**config.mk**
```make
export PLATFORM = sky130hd
export DESIGN_NAME = apb_req_arbiter
export DESIGN_NICKNAME = d
export VERILOG_FILES = /design/src/rtl/apb_req_arbiter.sv
export SDC_FILE = /design/constraint.sdc
export NUM_CORES = 1
export LEC_CHECK = 0
export ABC_AREA = 1
export CORE_AREA = 2 2 170 172
export CTS_BUF_LIST = sky130_fd_sc_hd__clkbuf_4 sky130_fd_sc_hd__clkbuf_8
export DETAILED_ROUTE_END_ITERATION = 8
export DIE_AREA = 0 0 172 174
export GPL_ROUTABILITY_DRIVEN = 1
export RECOVER_POWER = 100
export SLEW_MARGIN = 15
export SYNTH_ARGS = -nofsm -noshare
export SYNTH_HDL_FRONTEND = slang
export SYNTH_SLANG_ARGS = --single-unit
```
**constraint.sdc**
```tcl
create_clock -name PCLK -period 3.9 [get_ports PCLK]
set_input_delay 0.78 -clock PCLK [delete_from_list [all_inputs] [get_ports PCLK]]
set_output_delay 0.78 -clock PCLK [all_outputs]
set_load 0.03 [all_outputs]
```
**src/rtl/apb_req_arbiter.sv**
```systemverilog
// apb_req_arbiter: multiplexes Masters request ports onto a single APB requester command port.
// Define APB_ARB_RR_EN for round-robin arbitration; the default build uses fixed priority (lowest index wins).
module apb_req_arbiter #(
  parameter int Masters   = 4,
  parameter int DataWidth = 32,
  parameter int AddrWidth = 32,
  parameter int Slaves    = 4,
  localparam int StrbWidth = DataWidth / 8,
  localparam int SelWidth  = (Slaves > 1) ? $clog2(Slaves) : 1,
  localparam int MIdx      = $clog2(Masters)
) (
  input  logic                           PCLK,
  input  logic                           reset_n,
  input  logic [Masters-1:0]             Req,
  input  logic [Masters-1:0]             RdWr,
  input  logic [Masters*AddrWidth-1:0]   MAddr,
  input  logic [Masters*SelWidth-1:0]    MSel,
  input  logic [Masters*DataWidth-1:0]   MWData,
  input  logic [Masters*StrbWidth-1:0]   MStrb,
  output logic [Masters-1:0]             Gnt,
  output logic [Masters-1:0]             Done,
  output logic [DataWidth-1:0]           RData,
  output logic                           Start,
  output logic                           RD,
  output logic                           WR,
  output logic [AddrWidth-1:0]           Addr,
  output logic [SelWidth-1:0]            Sel,
  output logic [DataWidth-1:0]           SendData,
  output logic [StrbWidth-1:0]           Strb,
  input  logic                           Busy,
  input  logic [DataWidth-1:0]           DataReceived,
  output logic [1:0]                     ArbState
);

  localparam logic [1:0] IDLE   = 2'd0;
  localparam logic [1:0] ISSUE  = 2'd1;
  localparam logic [1:0] ACTIVE = 2'd2;
  localparam logic [1:0] DONE   = 2'd3;

  localparam logic [MIdx:0] MCount = (MIdx+1)'(Masters);

  logic [1:0]      state;
  logic [MIdx-1:0] win_idx;
  logic            win_valid;
  logic [MIdx:0]   cand;
  logic [MIdx-1:0] ptr;
  logic            rdwr_q;

  // Handshake: Start is a one-cycle command strobe with fields valid; the requester then holds
  // Busy high until the APB access completes; Done pulses one cycle with RData valid.

`ifdef APB_ARB_RR_EN
  logic [MIdx-1:0] gnt_idx;

  always_ff @(posedge PCLK or negedge reset_n) begin
    if (!reset_n) begin
      gnt_idx <= '0;
      ptr     <= '0;
    end else begin
      if (state == IDLE && win_valid)
        gnt_idx <= win_idx;
      if (state == DONE)
        ptr <= (gnt_idx == MIdx'(Masters-1)) ? '0 : gnt_idx + 1'b1;
    end
  end
`else
  assign ptr = '0;
`endif

  // Search starts at ptr and wraps; with ptr fixed at 0 this is plain lowest-index priority.
  always_comb begin
    win_idx   = '0;
    win_valid = 1'b0;
    cand      = '0;
    for (int k = 0; k < Masters; k++) begin
      cand = {1'b0, ptr} + (MIdx+1)'(k);
      if (cand >= MCount)
        cand = cand - MCount;
      if (!win_valid && Req[cand[MIdx-1:0]]) begin
        win_valid = 1'b1;
        win_idx   = cand[MIdx-1:0];
      end
    end
  end

  always_ff @(posedge PCLK or negedge reset_n) begin
    if (!reset_n) begin
      state    <= IDLE;
      Gnt      <= '0;
      Done     <= '0;
      RData    <= '0;
      rdwr_q   <= 1'b0;
      Addr     <= '0;
      Sel      <= '0;
      SendData <= '0;
      Strb     <= '0;
    end else begin
      Done <= '0;
      case (state)
        IDLE: begin
          if (win_valid) begin
            Gnt      <= {{(Masters-1){1'b0}}, 1'b1} << win_idx;
            rdwr_q   <= RdWr[win_idx];
            Addr     <= MAddr[win_idx*AddrWidth +: AddrWidth];
            Sel      <= MSel[win_idx*SelWidth +: SelWidth];
            SendData <= MWData[win_idx*DataWidth +: DataWidth];
            Strb     <= MStrb[win_idx*StrbWidth +: StrbWidth];
            state    <= ISSUE;
          end
        end
        ISSUE: state <= ACTIVE;
        ACTIVE: begin
          if (!Busy) begin
            RData <= DataReceived;
            Done  <= Gnt;
            state <= DONE;
          end
        end
        DONE: begin
          Gnt   <= '0;
          state <= IDLE;
        end
        default: state <= IDLE;
      endcase
    end
  end

  assign Start    = (state == ISSUE);
  assign RD       = Start & ~rdwr_q;
  assign WR       = Start & rdwr_q;
  assign ArbState = state;

endmodule

```
Word-level counts from Yosys, hierarchy flattened
Cells that the tools add are included.
{"block": "totals", "input_bits": 323, "ff_bits": 113, "output_inout_bits": 115}
{"block": "classes", "n_bitwise": 4, "order_cmp": 1, "shift": 5, "mux": 16, "n_reduce_logical": 12, "n_eq_ne": 5}
{"op": "128-bit by 8-bit variable part select with 32-bit output", "n": 2}
{"op": "16-bit by 5-bit variable part select with 4-bit output", "n": 1}
{"op": "4-bit 2-to-1 mux", "n": 3}
{"op": "2-bit 2-to-1 mux", "n": 4}
{"op": "2-bit case mux with 4 select lines", "n": 1}
{"op": "4-bit case mux with 2 select lines", "n": 1}
{"op": "2-bit AND reduction", "n": 4}
{"op": "8-bit by 4-bit variable part select with 2-bit output", "n": 1}
{"op": "1-bit 2-to-1 mux", "n": 6}
{"op": "2-bit equality test, second input constant", "n": 2}
{"op": "2-bit inequality test, second input constant", "n": 2}
{"op": "1-bit by 2-bit left shift with 4-bit output, first input constant", "n": 1}
{"op": "1-bit logical AND", "n": 3}
{"op": "1-bit logical NOT", "n": 3}
{"op": "2-bit by 3-bit < comparator with 1-bit output, second input constant", "n": 1}
{"op": "1-bit bitwise AND", "n": 2}
{"op": "1-bit binary-select mux with 2-bit select", "n": 1}
{"op": "2-bit by 1-bit equality test with 1-bit output, second input constant", "n": 1}
{"op": "2-bit logical NOT", "n": 1}
{"op": "1-bit inverter", "n": 2}
{"op": "2-bit nonzero test", "n": 1}

Logic depth before layout (Yosys ltp)
{"block": "depth", "ltp_word": 13, "ltp_mapped": 11, "depth_no_buf": 9}

Worst setup path before layout
OpenSTA, ideal clock, no wires.
{"block": "synth_timing", "kind": "reg-to-output", "startpoint": "reg state[1], in the netlist ArbState[1]", "endpoint": "out RD", "path_buffers": 0, "stages_incl_launch_ff": 5, "arrival_ns": 1.501, "setup_slack_ns": 1.619, "required_time_ns": 3.120, "cell_sequence": "dfrtp_1 > inv_1 > ha_1 > inv_1 > nor2_1"}
{"block": "synth_via", "elab_chain_len": 2}
{"element": "start: declaration", "line_no": "42", "source": "logic [1:0] state;"}
{"element": "start signal: assignment", "line_no": "88", "source": "state <= IDLE;"}
{"element": "start signal: assignment", "line_no": "108", "source": "state <= ISSUE;"}
{"element": "start signal: assignment", "line_no": "111", "source": "ISSUE: state <= ACTIVE;"}
{"element": "2-bit by 1-bit equality test with 1-bit output", "line_no": "128", "source": "assign Start = (state == ISSUE);"}
{"element": "via Start", "line_no": "23", "source": "output logic Start,"}
{"element": "1-bit bitwise AND", "line_no": "129", "source": "assign RD = Start & ~rdwr_q;"}
{"element": "end: declaration", "line_no": "24", "source": "output logic RD,"}
The timed path passes the listed nets, and every way through them passes these cells.

Worst setup path in the final report
{"block": "layout_timing", "startpoint": "in Req[0]", "endpoint": "reg SendData[11]"}
{"block": "layout_via", "elab_chain_len": 11, "elab_cells_between_ends": 15, "cone_classes": "shift: 1; mux: 7; reduce/logical: 7"}
{"element": "start: declaration", "line_no": "14", "source": "input logic [Masters-1:0] Req,"}
{"element": "1-bit 2-to-1 mux *", "line_no": "79", "source": "if (!win_valid && Req[cand[MIdx-1:0]]) begin"}
{"element": "1-bit logical NOT", "line_no": "79"}
{"element": "1-bit logical AND", "line_no": "79"}
{"element": "1-bit 2-to-1 mux", "line_no": "79"}
{"element": "1-bit logical NOT", "line_no": "79"}
{"element": "1-bit logical AND", "line_no": "79"}
{"element": "1-bit 2-to-1 mux", "line_no": "79"}
{"element": "1-bit logical NOT", "line_no": "79"}
{"element": "1-bit logical AND", "line_no": "79"}
{"element": "2-bit 2-to-1 mux or 1-bit 2-to-1 mux (tied branches)", "line_no": "79"}
{"element": "128-bit by 8-bit variable part select with 32-bit output or 2-bit AND reduction (tied branches)"}
{"element": "end signal: assignment", "line_no": "106", "source": "SendData <= MWData[win_idx*DataWidth +: DataWidth];"}
{"element": "end: declaration", "line_no": "28", "source": "output logic [DataWidth-1:0] SendData,"}
Mark *: on every way between the ends. The rest lies on a longest branch, timed or not.
A chain may end at the register's enable or synchronous reset.

==> metrics <==
Placer Congestion=0.8420; Final #Nets=1710; Crit Path Category=primary input to flop; I/O pin count=438; Critical Path, Cell by Cell=clkdlybuf4s50_1 -> nor2_1 -> nand3_1 -> nand2_1 -> inv_1 -> buf_12 -> or2_1 -> nand2_1 -> inv_1; Fmax=317.2 MHz; met3 Resource Use GR=0.05533; GRT overflow=0; Antenna Nets Post-Route=0; area delta synth->final=73.01%; Worst Hold Class=flop to flop; syn nets=1309; CP required=4200 ps; Worst-Margin Slew=2864 ps; post-synthesis sequential area ratio=0.4070; pre-CTS setup slack=717.3 ps; Leak=0.005396 uW; P per Cell Area=629.1 nW/um^2; clock tree from TritonCTS=done; clock power share=0.152; DP HPWL=20.85 mm; Worst path slowest cell=inv_1; share of cells above drive strength 1=0.06165; IO buf count=437; Critical Path AT=3450 ps; violated checks=capacitance limit, slew limit; routing usage on met1=0.2133; die height=174 um; Yosys warning total=0; Cell variety after synth=23; Flop pwr share=0.267; total negative slack=0 ps; CORE AREA=28240 sq um; starting density of the core=0.2461; H-tree depth=4; Pre-antenna DRT Iters=5; Rel. slew slack=-0.9091; M2 GR Usage=0.3325; CP max FO=41; CTS Sinks=113; Die Wd=172 um; startpoint types=primary input; logic gate share of total power=0.581; mapped cell area=6948 sq um; switching share of power=0.4498; site row count=62; CP Capture Type=flop; CTS Hold Bufs=0; clock transition at the registers of the reported paths=70 ps; gr usage total=0.1865; full die area=29930 sq um; Worst VDD drop=271.0 uV; WL per Instance=16.24 um; endpoints failing hold=0; Vias/cell=4.510; #FFs+latches synth=113; Worst-Skew Late Latency=420 ps; Setup WS post-layout=747.8 ps; clk root buf=clkbuf_8; # setup viols final=0; CTS Buf Count=17; Post-CTS Setup Repair Bufs=0; Final min period=3152 ps; post-CTS resize count=0; switching pwr=3402 uW; drt drc=0; Max Slew Vio Count=84; Syn Area/Cell=7.082 sq um; GR peak layer=met2; total number of vias=8027; vias in the first global route=7917; Int Pwr=4161 uW; global-route wire length before repair=43.24 mm; Starting DRT DRC Count=385; status=complete, but fails checks; WL final=28.90 mm; Clock Tree Buf Depth=2; RSZ-0062 raised after global routing=no; slowest stage delay, CP=580 ps; initial antenna violation count=1; cell count after synthesis=981; max-cap check violation count=2; largest net degree at the start of global routing=82; # fillers=2944; skew final=18.62 ps; final worst path period share=0.8082
==> cells by family after synthesis <==
family | Yosys count | synth area share
AND/OR/NAND/NOR | 659 | 0.4317
AO/OA/AOI/OAI | 15 | 0.01152
flip-flops | 113 | 0.4070
adder cells (fa/ha/maj) | 5 | 0.009004
multiplexers | 32 | 0.05186
buffers and inverters | 157 | 0.08896
==> final cells by class <==
class                      instances  area, sq um  share of cell area
sequential                       113         2828              0.2352
timing repair buffer             449         4482              0.3729
tap                              384        480.5             0.03997
clock inverter                    12        131.4             0.01093
inverter                          90        337.8             0.02810
antenna                            1        2.502           0.0002082
clock buffer                      20        269.0             0.02238
multi-input combinational        711         3490              0.2903
==> sequential cells by signal (all words and copies together) (netlist names) <==
register / cells
ArbState: 2
Gnt: 4
SendData: 32
Done: 4
Addr: 32
RData: 32
Strb: 4
Sel: 2
rdwr_q: 1
==> worst max-delay path, delay by kind of cell <==
kind                   cells  cell delay, ps
buffers and inverters      4            1480
and+or+nand+nor            5            1140
==> per-stage QoR <==
stage / std cells / power, uW / util / hold slack (ps) / area (sq um)
global route: 1780 / 8130 / 0.4257 / 510.7 / 12020
floorplan: 981 / 4659 / - / 484.4 / 6948
detailed placement: 1747 / 6712 / 0.4122 / 491.5 / 11640
global placement: 1747 / 6663 / 0.4122 / 485.5 / 11640
finish: 1780 / 7563 / 0.4257 / 500.1 / 12020
CTS: 1779 / 7908 / 0.4264 / 370.3 / 12040
==> routing by layer <==
metal,wire length [um],part of all wire,up-vias
met2,14190,0.49,330
met1,11640,0.40,3718
li1,-,-,3948
met4,593,0.021,0
met3,2484,0.086,31
met5,0,0,-
==> synth_stat cells <==
master      n  area, sq um
nand3_1   143        715.7
buf_2      17        85.08
nand4_1    64        400.4
dfrtp_1   113         2828
buf_4       2        15.01
o22ai_1     4        25.02
clkbuf_1   44        165.2
ha_1        5        62.56
or2_1      46        287.8
inv_2       5        18.77
nand2_2     1        6.260
o21ai_0     3        15.01
nand3_2     1        10.01
o21ai_1     1        5.000
or2_0      16        100.1
or2_2       3        18.77
nor2_4      2        22.52
mux2_2     32        360.4
inv_1      85        319.1
nand2_1   292         1096
buf_1       4        15.01
a21oi_1     7        35.03
nor2_1     91        341.6
==> worst paths after layout <==
path / from / endpoint / slack, ps / cells past startpoint
max: Req[0] / SendData[11]$_DFFE_PN0P_ / 750 / 9
min: RData[6]$_DFFE_PN0P_ / RData[6]$_DFFE_PN0P_ / 500 / 1
max reg2reg: ArbState[0]$_DFFE_PN0P_ / RData[10]$_DFFE_PN0P_ / 1030 / 5
min reg2reg: RData[6]$_DFFE_PN0P_ / RData[6]$_DFFE_PN0P_ / 500 / 1
max in group asynchronous: reset_n / SendData[1]$_DFFE_PN0P_ / 980 / 1
min in group asynchronous: reset_n / SendData[25]$_DFFE_PN0P_ / 1270 / 1
==> cells in the final DEF, fill, tap and decap left out, drive strengths merged <==
| cell | count |
|---|---|
| diode | 1 |
| clkbuf | 22 |
| nor2 | 93 |
| dfrtp | 113 |
| a21oi | 7 |
| o22ai | 4 |
| nand4 | 64 |
| dlygate4sd3 | 116 |
| nand2 | 293 |
| clkdlybuf4s50 | 318 |
| mux2 | 32 |
| clkinv | 4 |
| buf | 13 |
| ha | 5 |
| o21ai | 4 |
| or2 | 65 |
| nand3 | 144 |
| clkinvlp | 4 |
| bufinv | 2 |
| inv | 92 |
==> power groups by stage <==
| stage | Clock [uW] | Sequential [uW] | Combinational, uW |
|---|---|---|---|
| 2_1_floorplan | 0 | 3160 | 1500 |
| 3_3_place_gp | 0 | 2040 | 4630 |
| 3_5_place_dp | 0 | 2060 | 4660 |
| 4_1_cts | 1200 | 2050 | 4660 |
| 5_1_grt | 1250 | 2080 | 4790 |
| 6_report | 1150 | 2020 | 4400 |
(Power assumes the default switching activity.)
